File: src/rtl/router_dest_rx_if.sv
// router_dest_rx_if: read-side handshake between a router output-port FIFO and its reader.
// master = FIFO side (presents data/status, receives the read strobe)
// slave  = reader side (router_dest_rx)
interface router_dest_rx_if;
  logic       valid_out;
  logic       soft_reset;
  logic [7:0] data_out;
  logic       read_enb;

  modport master (
    output valid_out,
    output soft_reset,
    output data_out,
    input  read_enb
  );

  modport slave (
    input  valid_out,
    input  soft_reset,
    input  data_out,
    output read_enb
  );
endinterface

File: src/rtl/router_dest_rx.sv
// router_dest_rx: destination-side reader for one router output port.
// Drains whole packets (header, payload bytes, parity byte) from the port FIFO,
// splits out length/address, streams the payload and checks parity.
// Optional mid-packet stall timeout: define RX_TIMEOUT_EN to enable it
// (default build waits indefinitely; abort only via soft_reset).
module router_dest_rx #(
  parameter int RD_DELAY = 0,
  parameter int TIMEOUT  = 32
) (
  input  logic             clock,
  input  logic             resetn,
  router_dest_rx_if.slave  fifo,
  output logic [5:0]       pkt_len,
  output logic [1:0]       pkt_addr,
  output logic [7:0]       rx_data,
  output logic             rx_data_vld,
  output logic             pkt_done,
  output logic             parity_err,
  output logic             pkt_abort,
  output logic             busy
);

  typedef enum logic [1:0] {IDLE, WAIT, READ, DRAIN} state_t;

  localparam int               DLY_W    = (RD_DELAY > 1) ? $clog2(RD_DELAY + 1) : 1;
  localparam logic [DLY_W-1:0] DLY_INIT = DLY_W'(RD_DELAY);
  localparam logic [DLY_W-1:0] DLY_ONE  = DLY_W'(1);

  // RD_DELAY must expire well inside the router's soft-reset window.
  if (RD_DELAY < 0 || RD_DELAY >= 30) begin : g_bad_rd_delay
    $error("router_dest_rx: RD_DELAY must be in 0..29");
  end
  if (TIMEOUT < 1) begin : g_bad_timeout
    $error("router_dest_rx: TIMEOUT must be at least 1");
  end

  state_t           state;
  logic [DLY_W-1:0] dly_cnt;
  logic [6:0]       issued;     // reads issued for the current packet
  logic [6:0]       cap_cnt;    // bytes captured for the current packet
  logic [6:0]       len_ext;
  logic [6:0]       total;      // bytes to read: 2 until the header is known, then len+2
  logic             hdr_seen;
  logic [7:0]       acc;        // running XOR of header and payload
  logic             rd_fire_p0;
  logic             cap_vld_p1;
  logic             cap_hdr;
  logic             cap_pay;
  logic             cap_par;
  logic             tmo_hit;
  logic             abort;

  assign len_ext = {1'b0, pkt_len};
  // Before the header lands only header+parity are known to exist, so at most
  // one read is ever speculated past the header.
  assign total   = hdr_seen ? (len_ext + 7'd2) : 7'd2;
  assign abort   = (state != IDLE) && (fifo.soft_reset || tmo_hit);

  // The strobe follows valid_out combinationally so a starved FIFO stops reads in the same cycle.
  assign fifo.read_enb = (state == READ) && (issued < total) && fifo.valid_out && !abort;
  assign rd_fire_p0    = fifo.read_enb;

  // Byte classification on the capture stage: data_out is valid one cycle after the fire.
  assign cap_hdr = cap_vld_p1 && !hdr_seen;
  assign cap_pay = cap_vld_p1 && hdr_seen && (cap_cnt <= len_ext);
  assign cap_par = cap_vld_p1 && hdr_seen && (cap_cnt == (len_ext + 7'd1));

`ifdef RX_TIMEOUT_EN
  localparam int               TMO_W   = $clog2(TIMEOUT + 1);
  localparam logic [TMO_W-1:0] TMO_MAX = TMO_W'(TIMEOUT);

  logic [TMO_W-1:0] stall_cnt;

  // Count starved cycles while a packet is open; any captured byte restarts the count.
  always_ff @(posedge clock or negedge resetn) begin
    if (!resetn) begin
      stall_cnt <= '0;
    end else if (((state != READ) && (state != DRAIN)) || abort || cap_vld_p1) begin
      stall_cnt <= '0;
    end else if (!fifo.valid_out) begin
      stall_cnt <= stall_cnt + 1'b1;
    end
  end

  assign tmo_hit = (stall_cnt == TMO_MAX);
`else
  assign tmo_hit = 1'b0;
`endif

  // Packet sequencing, byte capture, parity check and status pulses.
  always_ff @(posedge clock or negedge resetn) begin
    if (!resetn) begin
      state       <= IDLE;
      dly_cnt     <= '0;
      issued      <= '0;
      cap_cnt     <= '0;
      hdr_seen    <= 1'b0;
      acc         <= '0;
      cap_vld_p1  <= 1'b0;
      pkt_len     <= '0;
      pkt_addr    <= '0;
      rx_data     <= '0;
      rx_data_vld <= 1'b0;
      pkt_done    <= 1'b0;
      parity_err  <= 1'b0;
      pkt_abort   <= 1'b0;
      busy        <= 1'b0;
    end else begin
      rx_data_vld <= 1'b0;
      pkt_done    <= 1'b0;
      pkt_abort   <= 1'b0;

      if (abort) begin
        // Drop everything in flight; the last header fields stay visible.
        state      <= IDLE;
        busy       <= 1'b0;
        pkt_abort  <= 1'b1;
        parity_err <= 1'b0;
        cap_vld_p1 <= 1'b0;
        issued     <= '0;
        cap_cnt    <= '0;
        hdr_seen   <= 1'b0;
      end else begin
        // ---- p0 -> p1: read issued, byte arrives next cycle
        cap_vld_p1 <= rd_fire_p0;
        if (rd_fire_p0) begin
          issued <= issued + 7'd1;
        end

        // ---- p1: byte captured from data_out
        if (cap_vld_p1) begin
          cap_cnt <= cap_cnt + 7'd1;
        end
        if (cap_hdr) begin
          pkt_len  <= fifo.data_out[7:2];
          pkt_addr <= fifo.data_out[1:0];
          acc      <= fifo.data_out;
          hdr_seen <= 1'b1;
        end
        if (cap_pay) begin
          rx_data     <= fifo.data_out;
          rx_data_vld <= 1'b1;
          acc         <= acc ^ fifo.data_out;
        end

        case (state)
          IDLE: begin
            if (fifo.valid_out) begin
              busy    <= 1'b1;
              dly_cnt <= DLY_INIT;
              state   <= (RD_DELAY == 0) ? READ : WAIT;
            end
          end
          WAIT: begin
            // RD_DELAY cycles are spent outside IDLE before the first strobe.
            if (dly_cnt <= DLY_ONE) begin
              state <= READ;
            end else begin
              dly_cnt <= dly_cnt - 1'b1;
            end
          end
          READ: begin
            if (issued == total) begin
              state <= DRAIN;
            end
          end
          default: begin
          end
        endcase

        // Parity byte closes the packet from READ (len=0) or DRAIN.
        if (cap_par) begin
          parity_err <= (acc != fifo.data_out);
          pkt_done   <= 1'b1;
          state      <= IDLE;
          busy       <= 1'b0;
          issued     <= '0;
          cap_cnt    <= '0;
          hdr_seen   <= 1'b0;
        end
      end
    end
  end

endmodule

File: src/flat_wrapper.sv
// flat-port wrapper written by rule: the top's interface ports become plain ports
module router_dest_rx_flat 
#(
  parameter int RD_DELAY = 0,
  parameter int TIMEOUT  = 32
)
  (clock, resetn, pkt_len, pkt_addr, rx_data, rx_data_vld, pkt_done, parity_err, pkt_abort, busy, fifo_valid_out, fifo_soft_reset, fifo_data_out, fifo_read_enb);
  router_dest_rx_if fifo_i ();
  input  logic clock;
  input  logic resetn;
  output logic [5:0] pkt_len;
  output logic [1:0] pkt_addr;
  output logic [7:0] rx_data;
  output logic rx_data_vld;
  output logic pkt_done;
  output logic parity_err;
  output logic pkt_abort;
  output logic busy;
  input wire logic [$bits(fifo_i.valid_out)-1:0] fifo_valid_out;
  input wire logic [$bits(fifo_i.soft_reset)-1:0] fifo_soft_reset;
  input wire logic [$bits(fifo_i.data_out)-1:0] fifo_data_out;
  output wire logic [$bits(fifo_i.read_enb)-1:0] fifo_read_enb;
  assign fifo_i.valid_out = fifo_valid_out;
  assign fifo_i.soft_reset = fifo_soft_reset;
  assign fifo_i.data_out = fifo_data_out;
  assign fifo_read_enb = fifo_i.read_enb;
  router_dest_rx #(.RD_DELAY(RD_DELAY), .TIMEOUT(TIMEOUT)) u_core (.clock(clock), .resetn(resetn), .fifo(fifo_i), .pkt_len(pkt_len), .pkt_addr(pkt_addr), .rx_data(rx_data), .rx_data_vld(rx_data_vld), .pkt_done(pkt_done), .parity_err(parity_err), .pkt_abort(pkt_abort), .busy(busy));
endmodule
File: config.mk
export PLATFORM = sky130hd
export DESIGN_NAME = router_dest_rx_flat
export DESIGN_NICKNAME = d
export VERILOG_FILES = /design/src/rtl/router_dest_rx_if.sv /design/src/rtl/router_dest_rx.sv /design/src/flat_wrapper.sv
export SDC_FILE = /design/constraint.sdc
export NUM_CORES = 1
export LEC_CHECK = 0
export BUFFER_PORTS_ARGS = -buffer_cell sky130_fd_sc_hd__buf_2
export CAP_MARGIN = 10
export CORE_MARGIN = 5
export CORE_UTILIZATION = 49
export DETAILED_ROUTE_END_ITERATION = 7
export PLACE_DENSITY = 0.77
export SYNTH_ARGS = -nofsm -noshare
export SYNTH_HDL_FRONTEND = slang
export SYNTH_SLANG_ARGS = --single-unit
File: constraint.sdc
create_clock -name clock -period 5.8 [get_ports clock]
set_input_delay 0.87 -clock clock [delete_from_list [all_inputs] [get_ports clock]]
set_output_delay 0.87 -clock clock [all_outputs]
set_load 0.02 [all_outputs]
---- After elaboration in Yosys (flattened, before gate mapping) ----
Cells that the tools add are included.
cells by class
  order comparisons ....................... 3
  eq/ne operators ......................... 10
  bitwise operators ....................... 2
  reduce and logical (&&, ||, !) cells .... 27
  multiplexer cells ....................... 33
  add/sub/neg operators ................... 5
operators by type and width
  operator             count
  $mux 7               7
  $mux 1               17
  $mux 8               2
  $reduce_bool 3->1    5
  $add 7x1->7 const B  2
  $eq 7x7->1           2
  $mux 2               5
  $logic_and 1x1->1    8
  $ne 4x2->1 const B   2
  $ne 8x8->1           1
  $reduce_and 2->1     4
  $reduce_and 4->1     2
  $reduce_bool 2->1    4
  $xor 8x8->8          1
  $add 6x1->7 const B  1
  $add 6x2->7 const B  1
  $le 7x6->1           1
  $lt 7x7->1           1
  $pmux 2 s3           1
  $reduce_bool 5->1    1
  $ne 2x2->1 const B   2
  $ne 4x1->1 const B   1
  $eq 2x1->1 const B   1
  $eq 2x2->1 const B   1
  6 further kinds      7
word-level totals
  input port bits ......................... 12
  logic and storage cells ................. 95
  register bits after elaboration ......... 48
  output and inout bits ................... 22

---- Logic depth before layout (Yosys ltp) ----
Gate-level depths: netlist of the first run.
  depth in word-level cells ............... 9
  gate-level depth with buffers ........... 10
  depth with buffers taken out ............ 10

---- Least setup slack after synthesis of the first run ----
Ideal clock, no wire load.
  path type ............................... register to output
  from .................................... register u_core.pkt_len[2]
  to ...................................... output fifo_read_enb
  cell stages (with the launch flop) ...... 9
  data required time ...................... 4.930 ns
  data arrival time ....................... 2.078 ns
  path buffers ............................ 0
  setup slack ............................. 2.852 ns
  cell sequence ........................... dfrtp_1 -> ha_1 -> nand3_1 -> xnor2_1 -> nand2_1 -> ha_1 -> nand2_1 -> o211ai_1 -> nor2_1
on the way
  cells in the longest elaborated chain, start to end .. 6
ends and longest elaborated chain
  what                             line                   source
  start: declaration               router_dest_rx.sv:13   output logic [5:0] pkt_len,
  start signal: assignment         router_dest_rx.sv:135  pkt_len <= fifo.data_out[7:2];
  $add 6x2->7                      router_dest_rx.sv:56   assign total = hdr_seen ? (len_ext + 7'd2) : 7'd2;
  $mux 7                           router_dest_rx.sv:56
  $lt 7x7->1                       router_dest_rx.sv:60   assign fifo.read_enb = (state == READ) && (issued < total) && fifo.valid_out && !abort;
  $logic_and 1x1->1 (3 in series)  router_dest_rx.sv:60
  end: declaration                 flat_wrapper.sv:22     output wire logic [$bits(fifo_i.read_enb)-1:0] fifo_read_enb;
Every way passes these cells.

---- Worst setup path in the final report of the first run ----
Ends and elaborated chain as after synthesis.

==> impl_metrics.toml, run 1 <==
[status]
outcome = "completed"

[detailed_routing]
ant_nets = 0
drt-initial-drc-count = 49
drt_first_pass_iters = 4
drt_wl_total_um = 5360
vias_per_cell = 5.41
routedWlPerCell_um = 14.8
num_vias = 1952
drc = 0

[global_route]
antenna_found_initial = 0
grt_pass1_wl_um = 9570
grt_max_degree = 48
grt_pass1_vias = 1958
grt_overflow = 0
grt.total_usage_pct = 16.4

[clock_network]
clk_latency_ps = 300
htree_levels = 2
cts_setup_buffers = 0
cts-resized-gates = 0
hold_buffers = 0
clock_path_buffers = 2
cts_buffers = 5
clkSlewWorstSetupHoldPaths_ps = 90
clockRootBuffer = "clkbuf_8"
cts_tree = "done"
cts_num_sinks = 47

[sta]
fin_crit_ps = 3530
tightestPinTransition_ps = 1010
finalSetupViolations = 0
setup-tns-final_ps = 0
hold_viol = 0
fin_worst_skew_ps = 10.9
worst_hold_slack_ps = 499
finalWorstSetupSlack_ps = 2270
rsz0062_at_grt = "no"
relSlewSlack_pct = 32.5
drv_slew = 0
fin_crit_sh_pct = 60.9
fmax_mhz = 283

[yosys]
ys_ff_latch = 47
avgSynthCellArea_sq_um = 10.5
synth_fa_ha_area_share_pct = 7.82
synthFlopType = "dfrtp_1"
yosysWarnings = 0
synthSimpleGateAreaFrac_pct = 17.1
synthCells = 259
yosysSeqAreaShare_pct = 43.2
synth_top_family_by_area = "simple AND/OR/NAND/NOR gates"
synth_fp_nets = 288
synthArstFlopShare_pct = 100
synth-compound-area-share_pct = 9.47
synth_edf_count = 0
yosys.area_share.xor_xnor_pct = 8.97
synthMuxAreaShare_pct = 7.26
synth_area_sq_um = 2720
synth_cell_types = 45

[hold_path]
hold_start = "u_core.busy$_DFFE_PN0P_"
min_to = "u_core.busy$_DFFE_PN0P_"
hp-class = "flip-flop to flip-flop"
whs_path_depth = 2

[floorplanning]
start_util_pct = 50.0
dieArea_sq_um = 7140
ios = 34
rows = 27
dieWidth_um = 84.5
fp.dieH_um = 84.5
core-area_sq_um = 5440

[pwr]
vdd_drop_max_v = 0.000245
power.leakage_uw = 0.00137
power_density_nw_per_um2 = 433

[finish]
syn2layout_area_growth_pct = 8.69
layout-drive-gt1-share_pct = 22.8
n_antenna_cell = 0
layout_commonest_cell = "dfrtp_1"
final_net_count = 317
layout_common_cells = "dfrtp_1 (47), buf_2 (33), nor2_1 (24)"

[place]
place_ws_ps = 2630
io_buffers = 33
hpwl_um = 3940
gp_congestion = 0.817

[worst_setup_path]
worstSetupPathType = "flip-flop to output port"
cp.required_ps = 4930
reg2reg_depth = 10
regToRegStartpoint = "u_core.pkt_len[2]$_DFFE_PN0P_"
r2r_end = "u_core.issued[6]$_DFFE_PN0P_"
setup.worst_path.end_class = "output port"
worstSetupStartpointType = "flip-flop"
cp.arrival_ps = 2660
r2r_slack_ps = 3210
cp_max_fo = 8

[job]
maxCapViolations = 0
==> Yosys cell counts, types with 2 or more instances <==
master	n	share of area, %
a21oi_1	15	2.8
a221oi_1	8	2.6
and2_1	11	2.5
buf_2	2	0.37
buf_4	3	0.83
buf_6	5	2.1
dfrtp_1	47	43
ha_1	17	7.8
inv_1	17	2.3
mux2_2	13	5.4
mux2_4	2	1.1
nand2_1	14	1.9
nand3_1	6	1.1
nand4_1	7	1.6
nor2_1	24	3.3
nor2_2	5	1.1
nor2b_1	3	0.69
nor3_1	4	0.74
nor4_1	2	0.46
nor4b_1	2	0.64
o2111ai_1	2	0.64
o21ai_0	2	0.37
o21ai_1	2	0.37
xnor2_1	20	6.4
xor2_1	6	1.9
==> sequential cells by signal, indices dropped and copies added (netlist names), 2 cells and up <==
signal and cells:
u_core.issued 7, u_core.pkt_addr 2, u_core.acc 8, u_core.rx_data 8, u_core.state 2, u_core.cap_cnt 7, u_core.pkt_len 6
==> area by class of cell <==
type / count / area [sq um]
clock buffers: 6 / 72.6
clock inverters: 2 / 12.5
fillers: 485 / 2480
inverters: 17 / 63.8
multi-input cells: 184 / 1380
flip-flops and latches: 47 / 1180
well taps: 72 / 90.1
repair buffers: 33 / 165
==> cells by family after synthesis <==
| kind of cell | after synthesis |
|---|---|
| buf+inv | 28 |
| mux | 17 |
| simple gates | 86 |
| compound gates | 37 |
| xor+xnor | 27 |
| flops | 47 |
| fa+ha+maj | 17 |
==> metal layers <==
metal | vias to the layer above | GRT usage [%] | part of all wire, %
met4 | 0 | 5.18 | 2.1
met2 | 28 | 26.0 | 49
met3 | 10 | 4.12 | 3.1
li1 | 953 | - | -
met5 | - | 0 | 0
met1 | 961 | 22.1 | 46
==> worst max path at each step <==
stage	slack [ps]	from	cells after the start	endpoint
2_1_floorplan	2850	u_core.pkt_len[2]$_DFFE_PN0P_	8	fifo_read_enb
3_3_place_gp	2780	u_core.pkt_len[2]$_DFFE_PN0P_	9	fifo_read_enb
3_5_place_dp	2630	u_core.pkt_len[2]$_DFFE_PN0P_	9	fifo_read_enb
4_1_cts	2290	u_core.pkt_len[2]$_DFFE_PN0P_	9	fifo_read_enb
5_1_grt	2050	u_core.pkt_len[2]$_DFFE_PN0P_	9	fifo_read_enb
6_report	2270	u_core.pkt_len[2]$_DFFE_PN0P_	9	fifo_read_enb
==> power by group <==
part           leakage, uW  internal, uW  switching (uW)
Sequential        0.000620           422             114
Combinational     0.000707           243             308
Clock            0.0000412          84.4             109
==> critical path: stages (launching register included) <==
cell     delay (ps)
dfrtp_1         510
ha_1            290
nand3_1         110
xnor2_1         150
nand2_1          80
ha_1            320
nand4_1         120
a21oi_1         400
nor2_1          180
buf_2           200
==> per-stage QoR <==
stage / util (%) / cell area (sq um) / cells / power, uW
2_1_floorplan: - / 2720 / 259 / 960
5_1_grt: 54.4 / 2960 / 361 / 1390
4_1_cts: 54.4 / 2960 / 361 / 1290
3_5_place_dp: 52.8 / 2870 / 353 / 1100
6_report: 54.4 / 2960 / 361 / 1280
3_3_place_gp: 52.8 / 2870 / 353 / 1070
No activity file was read; power rests on OpenSTA's default activity.
==> run 2: changes to the inputs <==
- ABC_AREA: default -> 1
- PLACE_DENSITY: 0.77 -> 0.8
- clock period: 5.8 -> 3 ns (I/O delays scaled with it)
==> run 2 against run 1 <==
Compared with the run above: first-iteration DRC count increased to 3.6 times the previous value; clock skew decreased by 3.7 ps; clock-buffer cell count decreased by 1; sequential share of layout area decreased by 3.0 points; wire length increased by 21%; utilization increased by 2.7 points; largest power group unchanged; non-clock buffer count increased by 4; global-route usage increased by 2.2 points; combinational power increased by 120%; synthesized cell count increased by 46%.
==> impl_metrics.toml, run 2 <==
[sta]
fin_worst_skew_ps = 7.20
fin_crit_sh_pct = 93.2
fmax_mhz = 358
rsz0062_at_grt = "no"
relSlewSlack_pct = 30.3
drv_slew = 0
tightestPinTransition_ps = 1040
finalSetupViolations = 0
setup-tns-final_ps = 0
hold_viol = 0
fin_crit_ps = 2790

[detailed_routing]
num_vias = 2562
routedWlPerCell_um = 13.3
ant_nets = 0
drt_wl_total_um = 6500
drc = 0
drt_first_pass_iters = 4
drt-initial-drc-count = 177
vias_per_cell = 5.24

[yosys]
synthArstFlopShare_pct = 100
yosys.cell_count.top_type = "nand2_1"
synthCells = 378
synth_common_cells = "nand2_1 (122), dfrtp_1 (47), inv_1 (39), nor2_1 (34), nand3_1 (33)"
synth_top_area_share_pct = 40.9
yosysWarnings = 0
yosys-top-cells-area = "dfrtp_1 (41%), nand2_1 (16%), ha_1 (7.4%)"
ys_ff_latch = 47
yosysSeqAreaShare_pct = 40.9
synth_area_leader_cell = "dfrtp_1"
synth_area_sq_um = 2870
synthFlopType = "dfrtp_1"
synth_cell_types = 28
synth_fp_nets = 407
avgSynthCellArea_sq_um = 7.60
synth_edf_count = 0

[job]
maxCapViolations = 0

[worst_setup_path]
cp_common_cell = "ha_1"
worstSetupPathType = "flip-flop to output port"
regToRegStartpoint = "u_core.pkt_len[2]$_DFFE_PN0P_"
slowest_stage = "dfrtp_2"
r2r_end = "u_core.issued[2]$_DFFE_PN0P_"
cp.required_ps = 2550
cp.arrival_ps = 2340
path_cells = "ha_1 > nand2_1 > nor2_2 > a21oi_2 > o21ai_1 > ha_1 > nand4_1 > a21o_1 > nand2_2 > clkinv_1 > buf_2"
worstSetupStartpointType = "flip-flop"
cp_max_fo = 7
setup.worst_path.end_class = "output port"
r2r_slack_ps = 650
reg2reg_depth = 15
critPathMaxStageDelay_ps = 450

[place]
dpl_cell_area_sq_um = 3080
gp_congestion = 0.888
hpwl_um = 4800
io_buffers = 33

[finish]
postLayoutCoreUtil_pct = 57.1
n_antenna_cell = 0
final_net_count = 445
layout-drive-gt1-share_pct = 17.0
fin_area_sq_um = 3200
syn2layout_area_growth_pct = 11.4
layout_common_cells = "nand2_1 (121), dfrtp_1 (45), inv_1 (39)"
top_regs = "u_core.acc (8), u_core.rx_data (8)"
layout_commonest_cell = "nand2_1"

[floorplanning]
start_util_pct = 51.2
core-area_sq_um = 5610
fp.dieH_um = 86.6
ios = 34
dieArea_sq_um = 7500
dieWidth_um = 86.6
rows = 27

[global_route]
grt_max_degree = 48
grt_overflow = 0
grt_pass1_wl_um = 11200
grt_pass1_vias = 2413
antenna_found_initial = 0
grt.total_usage_pct = 18.6

[clock_network]
clockRootBuffer = "clkbuf_8"
cts_num_sinks = 47
clk_latency_ps = 310
cts_buffers = 5
htree_levels = 2
cts_tree = "done"
clkSlewWorstSetupHoldPaths_ps = 90
clock_path_buffers = 2

[pwr]
power.leakage_uw = 0.00174
vdd_drop_max_v = 0.000342
power_density_nw_per_um2 = 817

[status]
outcome = "completed"

[hold_path]
hp-class = "primary input to async pin"
[run 2: cell count changes after synthesis, moves of 4 or more]
cell,delta
inv_1,+22
xor2_1,+4
and2_1,-11
o21ai_0,+6
nand3_1,+27
nor2_1,+10
a221oi_1,-8
o21ai_2,+6
xnor2_1,-19
nand2_4,+4
nand2_1,+108
a21oi_1,-4
mux2_2,-13
[run 2: cells by family after synthesis]
kind of cell / synth area share [%]
buf+inv: 7.49
flops: 40.9
compound gates: 6.27
xor+xnor: 3.35
simple gates: 34.6
fa+ha+maj: 7.40
[run 2: power by group]
part           switching [uW]  leakage, uW  internal, uW
sequential                197     0.000611           835
clock                     223    0.0000483           164
combinational             764      0.00108           433
total                    1180      0.00174          1430
[run 2: worst max path at each step]
stage	start	to	slack, ps	cells past startpoint
6_report	u_core.pkt_len[2]$_DFFE_PN0P_	fifo_read_enb	210	11
5_1_grt	u_core.pkt_len[2]$_DFFE_PN0P_	fifo_read_enb	30	11
4_1_cts	u_core.pkt_len[2]$_DFFE_PN0P_	fifo_read_enb	80	11
3_5_place_dp	u_core.pkt_len[2]$_DFFE_PN0P_	fifo_read_enb	440	11
3_3_place_gp	u_core.pkt_len[1]$_DFFE_PN0P_	fifo_read_enb	530	11
2_1_floorplan	u_core.pkt_len[1]$_DFFE_PN0P_	fifo_read_enb	470	10
[run 2: per-layer routing]
metal  track usage [%]  up-vias  wire [um]
li1                  -     1284          -
met1              25.5     1202       3080
met2              29.9       66       2950
met3              3.14       10        358
met4              6.52        0        109
met5                 0        -          0
[run 2: final cells by class]
| type | count | area, sq um |
|---|---|---|
| fill | 527 | 2410 |
| timing repair buffer | 37 | 195 |
| clock buffer | 5 | 68.8 |
| sequential | 47 | 1180 |
| clock inverter | 3 | 18.8 |
| tap | 72 | 90.1 |
| multi-input combinational | 282 | 1490 |
| inverter | 43 | 161 |
[run 2: per-stage QoR]
step	setup WS [ps]	power (uW)	cells	hold WS, ps
2_1_floorplan	468	1860	378	154
3_3_place_gp	534	2140	478	462
3_5_place_dp	439	2190	478	464
4_1_cts	81.2	2590	486	360
5_1_grt	25.4	2840	489	414
6_report	205	2620	489	318
[run 2: critical path, delay by kind of cell (launching register included)]
family,cells,cell delay (ps)
buffers and inverters,2,250
adders and majority gates,2,540
DFF,1,450
and+or+nand+nor,4,410
AOI/OAI and AO/OA,3,370
[run 2: what timing repair did]
action / 4_1_cts / 5_1_grt
setup buffers: 0 / 3
setup endpoints to repair: 0 / 1
hold buffers: 0 / 0
gates resized for setup: 0 / 5
hold endpoints to repair: 0 / 0
